===== config.mk =====
export PLATFORM = sky130hd
export DESIGN_NAME = edc_controller
export DESIGN_NICKNAME = d
export VERILOG_FILES = /design/src/rtl/edc_controller.sv
export SDC_FILE = /design/constraint.sdc
export NUM_CORES = 1
export LEC_CHECK = 0
export ABC_AREA = 1
export BUFFER_PORTS_ARGS = -buffer_cell sky130_fd_sc_hd__buf_4
export CAP_MARGIN = 20
export CORE_UTILIZATION = 54
export DETAILED_ROUTE_END_ITERATION = 10
export PLACE_DENSITY_LB_ADDON = 0.1
export SYNTH_ARGS = -nofsm -noshare
export SYNTH_HDL_FRONTEND = slang
export SYNTH_SLANG_ARGS = --single-unit

===== constraint.sdc =====
create_clock -name i_clk -period 5.37 [get_ports i_clk]
set_clock_uncertainty 0.05 [all_clocks]
set_input_delay 1.074 -clock i_clk [delete_from_list [all_inputs] [get_ports i_clk]]
set_output_delay 1.074 -clock i_clk [all_outputs]
set_load 0.05 [all_outputs]

===== src/rtl/edc_controller.sv =====
// rtl/edc_controller.sv - byte-parity protected bridge between an upstream bus and a memory port
//
// Purpose:
//   Forwards single upstream transfers to memory. Writes carry one even-parity
//   check bit per byte. Read data is checked against the stored check bits on the
//   selected bytes only; a mismatch re-issues the same read up to MAX_RETRY times
//   before the transfer completes with an error.
//
// Ports:
//   i_clk, i_rst_n          clock, asynchronous active-low reset
//   i_wb_*                  upstream request (adr/sel/we/cyc/stb/dat)
//   o_wb_dat/ack/err        upstream response, valid for one cycle
//   o_mem_*                 memory request with write data and check bits
//   i_mem_dat/edc/ack       memory read data, stored check bits, completion
//   i_err_clr               clears error count and sticky flag
//   o_err_count             saturating count of parity mismatches
//   o_err_sticky            set when a read ran out of retries

module edc_controller #(
   parameter int WB_DWIDTH = 32,
   parameter int WB_SWIDTH = 4,
   parameter int MAX_RETRY = 2
) (
   input  logic                 i_clk,
   input  logic                 i_rst_n,
   input  logic [31:0]          i_wb_adr,
   input  logic [WB_SWIDTH-1:0] i_wb_sel,
   input  logic                 i_wb_we,
   input  logic                 i_wb_cyc,
   input  logic                 i_wb_stb,
   input  logic [WB_DWIDTH-1:0] i_wb_dat,
   output logic [WB_DWIDTH-1:0] o_wb_dat,
   output logic                 o_wb_ack,
   output logic                 o_wb_err,
   output logic [31:0]          o_mem_adr,
   output logic [WB_SWIDTH-1:0] o_mem_sel,
   output logic                 o_mem_we,
   output logic                 o_mem_cyc,
   output logic                 o_mem_stb,
   output logic [WB_DWIDTH-1:0] o_mem_dat,
   output logic [WB_SWIDTH-1:0] o_mem_edc,
   input  logic [WB_DWIDTH-1:0] i_mem_dat,
   input  logic [WB_SWIDTH-1:0] i_mem_edc,
   input  logic                 i_mem_ack,
   input  logic                 i_err_clr,
   output logic [15:0]          o_err_count,
   output logic                 o_err_sticky
);

   localparam int RW = (MAX_RETRY < 1) ? 1 : $clog2(MAX_RETRY + 1);

   typedef enum logic [1:0] {IDLE, MEM, CHECK, RESP} state_t;

   state_t                 state_q, state_d;
   logic [31:0]            adr_q, adr_d;
   logic [WB_SWIDTH-1:0]   sel_q, sel_d;
   logic                   we_q, we_d;
   logic [WB_DWIDTH-1:0]   wdat_q, wdat_d;
   logic [WB_DWIDTH-1:0]   rdat_q, rdat_d;
   logic [WB_SWIDTH-1:0]   redc_q, redc_d;
   logic [RW-1:0]          retry_q, retry_d;
   logic                   resp_err_q, resp_err_d;
   logic [15:0]            err_count_q, err_count_d;
   logic                   err_sticky_q, err_sticky_d;
   logic                   mismatch;
   logic                   cnt_inc;
   logic                   sticky_set;

   function automatic logic [WB_SWIDTH-1:0] parity(input logic [WB_DWIDTH-1:0] d);
      logic [WB_SWIDTH-1:0] p;
      p = '0;
      for (int k = 0; k < WB_SWIDTH; k++) begin
         p[k] = ^d[8*k +: 8];
      end
      return p;
   endfunction

   // Only bytes the requester selected can fail the check.
   assign mismatch = |((parity(rdat_q) ^ redc_q) & sel_q);

   always_comb begin
      state_d    = state_q;
      adr_d      = adr_q;
      sel_d      = sel_q;
      we_d       = we_q;
      wdat_d     = wdat_q;
      rdat_d     = rdat_q;
      redc_d     = redc_q;
      retry_d    = retry_q;
      resp_err_d = resp_err_q;
      cnt_inc    = 1'b0;
      sticky_set = 1'b0;

      case (state_q)
         IDLE: begin
            if (i_wb_cyc && i_wb_stb) begin
               adr_d      = i_wb_adr;
               sel_d      = i_wb_sel;
               we_d       = i_wb_we;
               wdat_d     = i_wb_dat;
               retry_d    = '0;
               resp_err_d = 1'b0;
               state_d    = MEM;
            end
         end
         MEM: begin
            if (i_mem_ack) begin
               if (we_q) begin
                  state_d = RESP;
               end else begin
                  rdat_d  = i_mem_dat;
                  redc_d  = i_mem_edc;
                  state_d = CHECK;
               end
            end
         end
         CHECK: begin
            if (mismatch) begin
               cnt_inc = 1'b1;
               if (retry_q < RW'(MAX_RETRY)) begin
                  retry_d = retry_q + RW'(1);
                  state_d = MEM;
               end else begin
                  resp_err_d = 1'b1;
                  sticky_set = 1'b1;
                  state_d    = RESP;
               end
            end else begin
               resp_err_d = 1'b0;
               state_d    = RESP;
            end
         end
         RESP: begin
            state_d = IDLE;
         end
         default: begin
            state_d = IDLE;
         end
      endcase

      // Clear takes priority over a same-cycle increment or set.
      err_count_d  = err_count_q;
      err_sticky_d = err_sticky_q;
      if (i_err_clr) begin
         err_count_d  = '0;
         err_sticky_d = 1'b0;
      end else begin
         if (cnt_inc && (err_count_q != 16'hFFFF)) begin
            err_count_d = err_count_q + 16'd1;
         end
         if (sticky_set) begin
            err_sticky_d = 1'b1;
         end
      end
   end

   always_ff @(posedge i_clk or negedge i_rst_n) begin
      if (!i_rst_n) begin
         state_q      <= IDLE;
         adr_q        <= '0;
         sel_q        <= '0;
         we_q         <= 1'b0;
         wdat_q       <= '0;
         rdat_q       <= '0;
         redc_q       <= '0;
         retry_q      <= '0;
         resp_err_q   <= 1'b0;
         err_count_q  <= '0;
         err_sticky_q <= 1'b0;
      end else begin
         state_q      <= state_d;
         adr_q        <= adr_d;
         sel_q        <= sel_d;
         we_q         <= we_d;
         wdat_q       <= wdat_d;
         rdat_q       <= rdat_d;
         redc_q       <= redc_d;
         retry_q      <= retry_d;
         resp_err_q   <= resp_err_d;
         err_count_q  <= err_count_d;
         err_sticky_q <= err_sticky_d;
      end
   end

   // Outputs are decoded from registered state so reset clears them immediately.
   logic in_mem;
   logic in_resp;
   assign in_mem  = (state_q == MEM);
   assign in_resp = (state_q == RESP);

   assign o_mem_cyc    = in_mem;
   assign o_mem_stb    = in_mem;
   assign o_mem_adr    = in_mem ? adr_q : '0;
   assign o_mem_sel    = in_mem ? sel_q : '0;
   assign o_mem_we     = in_mem & we_q;
   assign o_mem_dat    = in_mem ? wdat_q : '0;
   assign o_mem_edc    = in_mem ? parity(wdat_q) : '0;

   assign o_wb_ack     = in_resp & ~resp_err_q;
   assign o_wb_err     = in_resp & resp_err_q;
   assign o_wb_dat     = (in_resp && !we_q) ? rdat_q : '0;

   assign o_err_count  = err_count_q;
   assign o_err_sticky = err_sticky_q;

endmodule


* After elaboration in Yosys (flattened, before gate mapping)
Index checks and enable logic that the tools add are counted.
** Word-level totals
- Register bits :: 127
** Operators by class
- $add $sub $neg :: 2
- Magnitude comparators :: 1
- Eq/ne operators :: 9
- Multiplexer cells :: 28
- Bitwise logic cells :: 7
- Reduce and logical (&&, ||, !) cells :: 22
** Operators with widths (count)
- $mux W32 :: 3
- $reduce_xor A8 Y1 :: 8
- $mux W16 :: 2
- $add A16 B1 Y16 const B :: 1
- $ne A16 B16 Y1 const B :: 1
- $mux W2 :: 7
- $mux W1 :: 11
- $mux W4 :: 2
- $ne A2 B2 Y1 const B :: 4
- $pmux W2 S4 :: 1
- $reduce_and A3 Y1 :: 2
- $reduce_bool A2 Y1 :: 3
- $and A4 B4 Y4 :: 1
- $eq A2 B2 Y1 const B :: 2
- $pmux W2 S2 :: 1
- $reduce_and A2 Y1 :: 2
- $reduce_and A4 Y1 :: 1
- $reduce_or A4 Y1 :: 1
- $xor A4 B4 Y4 :: 1
- $and A1 B1 Y1 :: 3
- $logic_and A1 B1 Y1 :: 3
- $ne A3 B3 Y1 const B :: 1
- $add A2 B1 Y2 const B :: 1
- $eq A2 B1 Y1 const B :: 1
- other kinds (5) :: 6

* Longest topological paths before layout
Gate-level depths: netlist of run 1.
- Depth after elaboration :: 9
- Mapped depth :: 16

* Worst setup path after synthesis of run 1
Ideal clock, no wire load.
- Kind :: register -> output
- Start :: register state_q[0]
- End :: output o_mem_edc[3]
- Arrival :: 2.037 ns
- Required time :: 4.246 ns
- Setup slack :: 2.209 ns
- Stages on the path, launching flop included :: 6
- Cells stage by stage :: dfrtp_1 -> inv_1 -> nor2_2 -> inv_2 -> clkbuf_1 -> nor2_1
** On the way
- Word-level cells in the longest chain between the ends :: 2
** Ends and longest elaborated chain
- start: declaration :: RTL line 54 : state_t state_q, state_d;
- start signal: assignment :: RTL line 171 : state_q <= state_d;
- $eq A2 B1 Y1 :: RTL line 188 : assign in_mem = (state_q == MEM);
- named net o_mem_cyc :: RTL line 38 : output logic o_mem_cyc,
- $mux W4 :: RTL line 197 : assign o_mem_edc = in_mem ? parity(wdat_q) : '0;
- end: declaration :: RTL line 41 : output logic [WB_SWIDTH-1:0] o_mem_edc,
The timed path passes the listed nets, and every way through them passes these cells.

* Final worst setup path of run 1
- Start :: register we_q
- End :: output o_wb_dat[28]
** On the way
- Word-level cells in the longest chain between the ends :: 3
** Ends and longest elaborated chain
- start: declaration :: RTL line 57 : logic we_q, we_d;
- start signal: assignment :: RTL line 174 : we_q <= we_d;
- $logic_not A1 Y1 :: RTL line 201 : assign o_wb_dat = (in_resp && !we_q) ? rdat_q : '0;
- $logic_and A1 B1 Y1 :: RTL line 201
- $mux W32 :: RTL line 201
- end: declaration :: RTL line 32 : output logic [WB_DWIDTH-1:0] o_wb_dat,
No other way between the ends.

==> results.ini, run 1 <==
[clocking]
clk_latency_ps=420
post_cts_resized=0
ctsHoldBuffers=0
cts_tree=yes
max-clock-path-buffers=2
clkTransAtPathRegs_ps=50
clock_sinks=127
numCtsBuffers=17
cts_root_buf=clkbuf_16
htreeDepth=4
cts_setup_buffers=0

[grt]
grt_overflow_total=0
grt_usage_pct=26.8
grt_pass1_vias=5666
antenna_found_initial=0
grt_max_degree=101
grt_pass1_wl_um=26500

[setup_path]
endpoint_kind=output pin
critPathBufInv=3
critPathLaunchType=flop
path_delay_family=buffers and inverters
ff2ff_path_depth=11
reg2reg_slack_ps=2930
cp_slowest_stage_delay_ps=480
r2r-end=o_err_count[3]$_DFFE_PN0P_
slowest_stage=nand3_1
rr_startpoint=o_err_count[0]$_DFFE_PN0P_
critical_path_class=flop to output pin
required_ps=4250
cp_data_arrival_time_ps=2080
crit_fanout=18
crit_chain=inv_1, nand3_1, buf_8, nor2_1, buf_4

[synth]
syn_inst=890
ys_seq_area_share_pct=48.1
synth_ff_type=dfrtp_1
yosysWarnings=0
netlist-cell-type-count=27
ys_ff_latch=127
synth_nets=1002
synth_edf_count=0
netlist_area_um2=6610
syn_area_per_cell_um2=7.43
async_flop_share_pct=100

[floorplanning]
row_count=40
initial_core_util_pct=55.3
dieHeight_um=113
dieWidth_um=113
die_area_um2=12700
io_pins=237
fp.coreArea_um2=12000

[timing]
setup_viol_count_final=0
tightest_slew_ps=890
timing.final.ws_setup_ps=2160
fmax_mhz=312
hold_viol=0
drv_slew=0
setup_tns_ps=0
timing.final.crit_share_pct=59.8
rsz0062_at_grt=false
slew_headroom_pct=40.6
min_period_ps=3210

[power]
comb_power_share_pct=61.9
power.total_mw=6.97
ir_drop_v=0.000729
p_clk_share_pct=15.5
p_leak_nw=5.16
switching_share_pct=53.0
power_density_nw_per_um2=767
seqPwrFrac_pct=22.6
p_int_mw=3.28
power_switching_mw=3.69

[place]
pre_cts_slack_ps=2480
dpl_cell_area_um2=8480
hpwl_um=11500
dpl.cell_count=1239
globalplace.congestion=0.853
io_buffers=236

[detailed_routing]
dr.pass1.iters=5
wl_per_cell_um=12.9
routed_wl_um=16400
drt-vias-per-instance=4.96
vias=6308
ant_nets=0
drt_iter0_markers=436
drc_errors=0

[layout]
layout_commonest_cell=buf_4
fin_area_um2=9090
fin_nets=1225
n_antenna_cell=0
areaGrowthSynthToFinish_pct=37.4
instances_no_fill=1273
mostFrequentLayoutCells=239 x buf_4, 222 x nor2_1, 128 x inv_1, 127 x dfrtp_1, 121 x nand2_1
final_layout_size_suffix_gt1_share_pct=26.5

[worst_hold_path]
worst_hold_path_type=primary input to async pin

[outcome]
run_status=finished, final reports clean

[run]
drv_cap=0

-- power by group through the flow --
stage                     Combinational (mW)  Sequential (mW)  Clock [mW]
after floorplan                         3.15             1.55           0
after global placement                  4.24             1.57           0
after detailed placement                4.29             1.58           0
after CTS                               4.33             1.57        1.09
after global routing                    4.64             1.63        1.14
final                                   4.32             1.57        1.08
-- through the flow --
stage / utilization (%) / hold WS (ps)
3_5_place_dp: 70.9 / 453
4_1_cts: 75.6 / 413
6_report: 76.0 / 424
5_1_grt: 76.0 / 419
2_1_floorplan: - / 414
3_3_place_gp: 70.6 / 435
-- sequential cells by signal, summed over array words and instances, names as in the netlist --
name,cells
we_q,1
sel_q,4
state_q,2
adr_q,32
o_err_sticky,1
retry_q,2
resp_err_q,1
redc_q,4
o_err_count,16
wdat_q,32
rdat_q,32
-- final cells by class --
class                      count  area, um^2
inverter                     141         529
timing repair buffer         243        1880
clock inverter                13         118
fill                         951        2880
multi-input combinational    583        2760
tap                          147         184
clock buffer                  19         443
sequential                   127        3180
-- worst max path at each step --
stage                                        to  cells after the start  slack (ps)                   start
after floorplan                    o_mem_edc[3]                      5        2210  state_q[0]$_DFFE_PN0P_
after global placement    redc_q[1]$_DFFE_PN0P_                      6        2280  state_q[0]$_DFFE_PN0P_
after detailed placement  adr_q[18]$_DFFE_PN0P_                      5        2480                i_wb_cyc
after CTS                          o_wb_dat[28]                      5        2160        we_q$_DFFE_PN0P_
after global routing               o_wb_dat[23]                      5        1970        we_q$_DFFE_PN0P_
final                              o_wb_dat[28]                      5        2160        we_q$_DFFE_PN0P_
-- logic make-up after synthesis --
group           synth area share (%)
buf+inv                         10.4
mux                            0.341
xor+xnor                        5.96
fa+ha+maj                      0.189
flops                           48.1
compound gates                  8.89
simple gates                    26.1
-- Yosys cell counts, drive strengths merged (2+ instances only) --
| master | count | area (um^2) |
|---|---|---|
| nor2 | 224 | 851 |
| inv | 141 | 529 |
| dfrtp | 127 | 3180 |
| nand2 | 124 | 470 |
| a21oi | 108 | 541 |
| nand3 | 41 | 210 |
| clkbuf | 29 | 109 |
| xnor2 | 24 | 210 |
| nand4 | 22 | 138 |
| xor2 | 21 | 184 |
| buf | 10 | 52.6 |
| o21ai | 8 | 40.0 |
| nor3 | 5 | 41.3 |
| mux2 | 2 | 22.5 |
| nand3b | 2 | 15.0 |
-- layer usage --
metal  global-route usage (%)  vias up  share of wire [%]
met5                        0        -                  0
met4                     9.33        0                1.6
met3                     9.18       23                7.6
met2                     44.5      186                 49
met1                     32.7     2912                 41
li1                         -     3187                  -
Power figures use the tool's default switching activity.
==> inputs of run 2 (changes only) <==
--- a/config.mk
+++ b/config.mk
@@ -5,10 +5,10 @@
 export SDC_FILE = /design/constraint.sdc
 export NUM_CORES = 1
 export LEC_CHECK = 0
-export ABC_AREA = 1
+export ABC_AREA = 0
 export BUFFER_PORTS_ARGS = -buffer_cell sky130_fd_sc_hd__buf_4
 export CAP_MARGIN = 20
-export CORE_UTILIZATION = 54
+export CORE_UTILIZATION = 45
 export DETAILED_ROUTE_END_ITERATION = 10
 export PLACE_DENSITY_LB_ADDON = 0.1
 export SYNTH_ARGS = -nofsm -noshare
==> constraint.sdc (replaced) <==
create_clock -name i_clk -period 2.9 [get_ports i_clk]
set_clock_uncertainty 0.05 [all_clocks]
set_input_delay 0.58 -clock i_clk [delete_from_list [all_inputs] [get_ports i_clk]]
set_output_delay 0.58 -clock i_clk [all_outputs]
set_load 0.05 [all_outputs]
==> run 2 against run 1 <==
Net effect:
- die area grew 17%
- non-clock buffer count grew 9
- combinational power grew 57%
- critical path depth is the same
==> results.ini, run 2 <==
[synth]
synth_nets=795  ; -21%
synth.area.top_cells=dfrtp_1 49%, nand2_1 12%, and2_1 9.5%, mux2_2 6.9%, xnor2_1 3.8%
synth_ff_type=dfrtp_1
ys_seq_area_share_pct=49.0  ; +0.96 points
netlist_area_um2=6480  ; -1.9%
ys_ff_latch=127  ; unchanged
synthTopCellsByCount=212 x nand2_1, 127 x dfrtp_1, 98 x and2_1
yosysTopAreaCellShare_pct=49.0  ; +0.96 points
syn_area_per_cell_um2=9.49  ; +28%
async_flop_share_pct=100  ; unchanged
yosysWarnings=0  ; unchanged
synth_largest_area_cell=dfrtp_1
syn_inst=683  ; -23%
synth_edf_count=0  ; unchanged
netlist-cell-type-count=42  ; +56%
synthMostInstantiatedCell=nand2_1

[floorplanning]
die_area_um2=14900  ; +17%
dieWidth_um=122  ; +8.3%
initial_core_util_pct=46.3  ; -8.9 points
dieHeight_um=122  ; +8.3%
row_count=43  ; +7.5%
io_pins=237  ; unchanged
fp.coreArea_um2=14000  ; +17%

[clocking]
clock_sinks=127  ; unchanged
clkTransAtPathRegs_ps=60  ; about the same
htreeDepth=4  ; unchanged
cts_root_buf=clkbuf_16
ctsHoldBuffers=0  ; unchanged
max-clock-path-buffers=2  ; unchanged
post_cts_resized=0  ; unchanged
cts_tree=yes
numCtsBuffers=17  ; unchanged
clk_latency_ps=410  ; about the same
cts_setup_buffers=0  ; unchanged

[timing]
tightest_slew_ps=634  ; -256 ps
fmax_mhz=392
setup_viol_count_final=0  ; unchanged
hold_viol=0  ; unchanged
min_period_ps=2550
timing.final.ws_setup_ps=347  ; -1810 ps
setup_tns_ps=0  ; unchanged
drv_slew=0  ; unchanged
timing.final.crit_share_pct=88.0
slew_headroom_pct=57.7  ; +17 points
rsz0062_at_grt=false

[layout]
top_regs=adr_q (32), rdat_q (32), wdat_q (32)
fin_nets=1027  ; -16%
areaGrowthSynthToFinish_pct=40.1
mostFrequentLayoutCells=250 x buf_4, 212 x nand2_1, 127 x dfrtp_1, 98 x and2_1, 40 x mux2_2
multiInputGateArea_um2=3110  ; +13%
ff_latch_area_um2=3180  ; unchanged
n_fill_cell=1212  ; +27%
n_antenna_cell=0  ; unchanged
layout_commonest_cell=buf_4
final_layout_size_suffix_gt1_share_pct=36.3  ; +9.8 points

[detailed_routing]
routed_wl_um=16600  ; +1.0%
drt-vias-per-instance=4.94  ; -0.41%
dr.pass1.iters=4  ; -1
drc_errors=0  ; unchanged
wl_per_cell_um=14.9  ; +16%
vias=5468  ; -13%
drt_iter0_markers=294  ; -33%
ant_nets=0  ; unchanged

[setup_path]
critical_path_class=flop to output pin
endpoint_kind=output pin
critPathLaunchType=flop
required_ps=2270  ; -1980 ps
crit_fanout=46  ; +28
cp_data_arrival_time_ps=1920  ; -160 ps

[grt]
antenna_found_initial=0  ; unchanged
grt_max_degree=50  ; -50%
grt_pass1_wl_um=26200  ; -1.2%
grt_overflow_total=0  ; unchanged
grt_usage_pct=22.9  ; -3.9 points
grt_pass1_vias=5376  ; -5.1%

[place]
pre_cts_slack_ps=375  ; -2110 ps
hpwl_um=11800  ; +2.5%
globalplace.congestion=0.785  ; -8.0%
io_buffers=236  ; unchanged

[outcome]
run_status=finished, final reports clean

[power]
ir_drop_v=0.000570  ; -22%
p_leak_nw=4.63  ; -10%
power_density_nw_per_um2=1330  ; +73%
power.total_mw=12.1  ; +73%

[run]
drv_cap=0  ; unchanged

[worst_hold_path]
worst_hold_path_type=primary input to async pin

run 2: worst max-delay path: stages, from the launching register on:
cell and delay [ps]:
dfrtp_1 460, nand2b_1 200, inv_1 90, buf_4 340, and2_1 210, buf_4 200
run 2: stage by stage:
stage	hold WS, ps	instance area (um^2)	instances	utilization [%]
finish	153	9080	1108	64.9
global route	172	9080	1108	64.9
CTS	158	9080	1108	64.9
detailed placement	405	8480	1076	60.6
global placement	399	8480	1076	60.6
floorplan	234	6480	683	-
run 2: worst paths after layout:
path                                             to  slack [ps]              startpoint  cells past startpoint
min in group i_clk            adr_q[21]$_DFFE_PN0P_         300            i_wb_adr[21]                      3
setup / recovery                      o_mem_adr[10]         350  state_q[1]$_DFFE_PN0P_                      5
setup reg to reg           o_err_sticky$_DFFE_PN0P_         370  rdat_q[19]$_DFFE_PN0P_                      8
hold reg to reg               adr_q[28]$_DFFE_PN0P_         420   adr_q[28]$_DFFE_PN0P_                      2
max in group asynchronous     adr_q[24]$_DFFE_PN0P_        1930                 i_rst_n                      2
hold / removal               wdat_q[22]$_DFFE_PN0P_         150                 i_rst_n                      1
run 2: cell families after synthesis:
family                     synth area share (%)
and+or+nand+nor                            27.8
DFF                                        49.0
buffers and inverters                      3.13
xor gates and xnor gates                   8.18
muxes                                      7.80
AOI/OAI and AO/OA                          3.90
adders and majority gates                 0.193
run 2: routing by layer:
| metal | track usage (%) | part of all wire (%) | vias up |
|---|---|---|---|
| met4 | 8.56 | 2.2 | 0 |
| met5 | 0 | 0 | - |
| li1 | - | - | 2657 |
| met3 | 6.93 | 6.3 | 28 |
| met1 | 27.7 | 42 | 2624 |
| met2 | 38.3 | 49 | 159 |
run 2: layout make-up:
class,count,share of cell area (%)
Timing Repair Buffer,252,21.1
Clock inverter,11,1.52
Tap cell,180,2.48
Clock buffer,21,5.18
Sequential cell,127,35.0
Inverter,11,0.455
Multi-Input combinational cell,506,34.3
run 2: power by group:
part / switching [mW] / total, mW / internal (mW)
Sequential: 0.570 / 3.10 / 2.53
Combinational: 4.07 / 6.80 / 2.72
Clock: 0.758 / 2.17 / 1.41
==> inputs of run 3 (changes only) <==
--- a/config.mk
+++ b/config.mk
@@ -6,10 +6,10 @@
 export NUM_CORES = 1
 export LEC_CHECK = 0
 export ABC_AREA = 0
-export BUFFER_PORTS_ARGS = -buffer_cell sky130_fd_sc_hd__buf_4
 export CAP_MARGIN = 20
-export CORE_UTILIZATION = 45
+export CORE_UTILIZATION = 55
 export DETAILED_ROUTE_END_ITERATION = 10
+export DONT_BUFFER_PORTS = 1
 export PLACE_DENSITY_LB_ADDON = 0.1
 export SYNTH_ARGS = -nofsm -noshare
 export SYNTH_HDL_FRONTEND = slang
==> run 3 against run 2 <==
Net effect:
- first-iteration DRC count down 1.0%
- wire length shrank 7.9%
- register-to-register slack gained 20 ps
- the flow now finishes with violations (hold timing)
- power shrank 0.61%
- die area is 18% lower
- sequential power about the same
==> results.ini, run 3 (same netlist as run 2, synthesis figures left out) <==
[outcome]
violations=hold timing
run_status=finished with violations

[detailed_routing]
drt-vias-per-instance=5.24  ; +6.2%
ant_nets=0  ; unchanged
vias=4978  ; -9.0%
wl_per_cell_um=16.0  ; +7.4%
routed_wl_um=15200  ; -7.9%
drc_errors=0  ; unchanged
dr.pass1.iters=5  ; +1
wl_met2_um=7630  ; -6.7%
wl_met1_um=6180  ; -11%
wl_met3_um=1080  ; +3.7%
drt_iter0_markers=291  ; -1.0%
top_layer=met4

[setup_path]
crit_fanout=50  ; +8.7%
critical_path_class=flop to output pin
rr_startpoint=rdat_q[24]$_DFFE_PN0P_
reg2reg_slack_ps=390  ; +20 ps
critPathLaunchType=flop
ff2ff_path_depth=7  ; -1
required_ps=2270  ; about the same
r2r-end=o_err_count[4]$_DFFE_PN0P_
cp_data_arrival_time_ps=1950  ; +30 ps
endpoint_kind=output pin

[floorplanning]
row_count=39  ; -9.3%
dieHeight_um=111  ; -9.4%
dieWidth_um=111  ; -9.4%
initial_core_util_pct=56.5  ; +10 points
die_area_um2=12200  ; -18%
io_pins=237  ; unchanged
fp.coreArea_um2=11500  ; -18%

[clocking]
htreeDepth=4  ; unchanged
cts_setup_buffers=0  ; unchanged
cts_tree=yes
post_cts_resized=0  ; unchanged
clock_sinks=127  ; unchanged
cts_root_buf=clkbuf_16
numCtsBuffers=17  ; unchanged
max-clock-path-buffers=2  ; unchanged
clk_latency_ps=410  ; about the same
clkTransAtPathRegs_ps=60  ; about the same

[place]
dpl_cell_area_um2=7680  ; -9.4%
hpwl_um=10400  ; -12%
io_buffers=0  ; -100%
globalplace.congestion=0.774  ; -1.4%

[timing]
hold_viol=127  ; +127
slew_headroom_pct=49.6  ; -8.1 points
min_period_ps=2580  ; +22.7 ps
fmax_mhz=388  ; -0.88%
timing.final.crit_share_pct=88.8  ; +0.78 points
rsz0062_at_grt=false
hold_slack_ps=-190  ; -342 ps
tightest_slew_ps=756  ; +122 ps
setup_viol_count_final=0  ; unchanged
setup_tns_ps=0  ; unchanged
drv_slew=0  ; unchanged

[layout]
multiInputGateArea_um2=3120  ; +0.16%
fin_area_um2=8250  ; -9.2%
top_regs=adr_q (32), rdat_q (32), wdat_q (32)
n_fill_cell=845  ; -30%
n_antenna_cell=0  ; unchanged
areaGrowthSynthToFinish_pct=27.3
mostFrequentLayoutCells=212 x nand2_1, 127 x dfrtp_1, 117 x buf_4, 98 x and2_1, 40 x mux2_2
layout_commonest_cell=nand2_1
final_layout_size_suffix_gt1_share_pct=26.9  ; -9.4 points
fin_nets=906  ; -12%
ff_latch_area_um2=3180  ; unchanged

[power]
power_density_nw_per_um2=1450  ; +9.4%
ir_drop_v=0.000990  ; +74%
power.total_mw=12.0  ; -0.61%
p_leak_nw=4.06  ; -12%

[worst_hold_path]
worst_hold_path_type=primary input to async pin

[grt]
grt_pass1_vias=4926  ; -8.4%
antenna_found_initial=0  ; unchanged
grt_max_degree=128  ; +160%
grt_overflow_total=0  ; unchanged
grt_pass1_wl_um=24700  ; -5.7%
grt_usage_pct=25.9  ; +2.9 points

[run]
drv_cap=0  ; unchanged

-- run 3: cell types whose count changed in the layout (fill, tap and decap cells not counted), sizes merged --
cell / previous run / this run
clkbuf: 21 / 20
clkinv: 5 / 7
bufinv: 3 / 2
buf: 252 / 131
-- run 3: how the worst max path moves through the flow --
stage                                 startpoint                          to  slack [ps]  cells after the start
final                     state_q[1]$_DFFE_PN0P_                o_mem_adr[9]         320                      5
after global routing      state_q[1]$_DFFE_PN0P_               o_mem_dat[20]         170                      5
after CTS                 state_q[1]$_DFFE_PN0P_                o_mem_adr[9]         300                      5
after detailed placement  rdat_q[24]$_DFFE_PN0P_  o_err_count[4]$_DFFE_PN0P_         390                      7
after global placement    rdat_q[24]$_DFFE_PN0P_  o_err_count[4]$_DFFE_PN0P_         450                      7
after floorplan           state_q[1]$_DFFE_PN0P_               o_mem_dat[23]         310                      5
-- run 3: layer usage --
layer / global-route usage, % / vias to the layer above
met2: 42.6 / 178
met4: 8.98 / 0
met3: 9.28 / 26
met1: 31.4 / 2361
li1: - / 2413
met5: 0 / -
-- run 3: report_power, final --
| group | internal [mW] | switching [mW] |
|---|---|---|
| sequential | 2.53 | 0.557 |
| clock | 1.30 | 0.760 |
| combinational | 2.79 | 4.06 |
-- run 3: worst max-delay path: stages (launching register included) --
cell and delay, ps:
dfrtp_1 450, nand2b_1 200, inv_2 240, buf_12 240, and2_1 170, buf_4 200
-- run 3: final cells by class --
type | count | share of cell area (%)
Inverter | 11 | 0.500
Multi-Input combinational cell | 506 | 37.8
Clock inverter | 12 | 1.43
Tap cell | 143 | 2.17
Clock buffer | 20 | 5.54
Timing Repair Buffer | 131 | 14.0
Sequential cell | 127 | 38.5
-- run 3: stage by stage --
stage / utilization (%) / setup WS (ps) / hold WS (ps) / std cells
CTS: 71.9 / 303 / -205 / 950
finish: 71.9 / 325 / -190 / 950
floorplan: - / 306 / 234 / 683
detailed placement: 66.9 / 387 / 237 / 918
global placement: 66.9 / 446 / 237 / 918
global route: 71.9 / 173 / -212 / 950
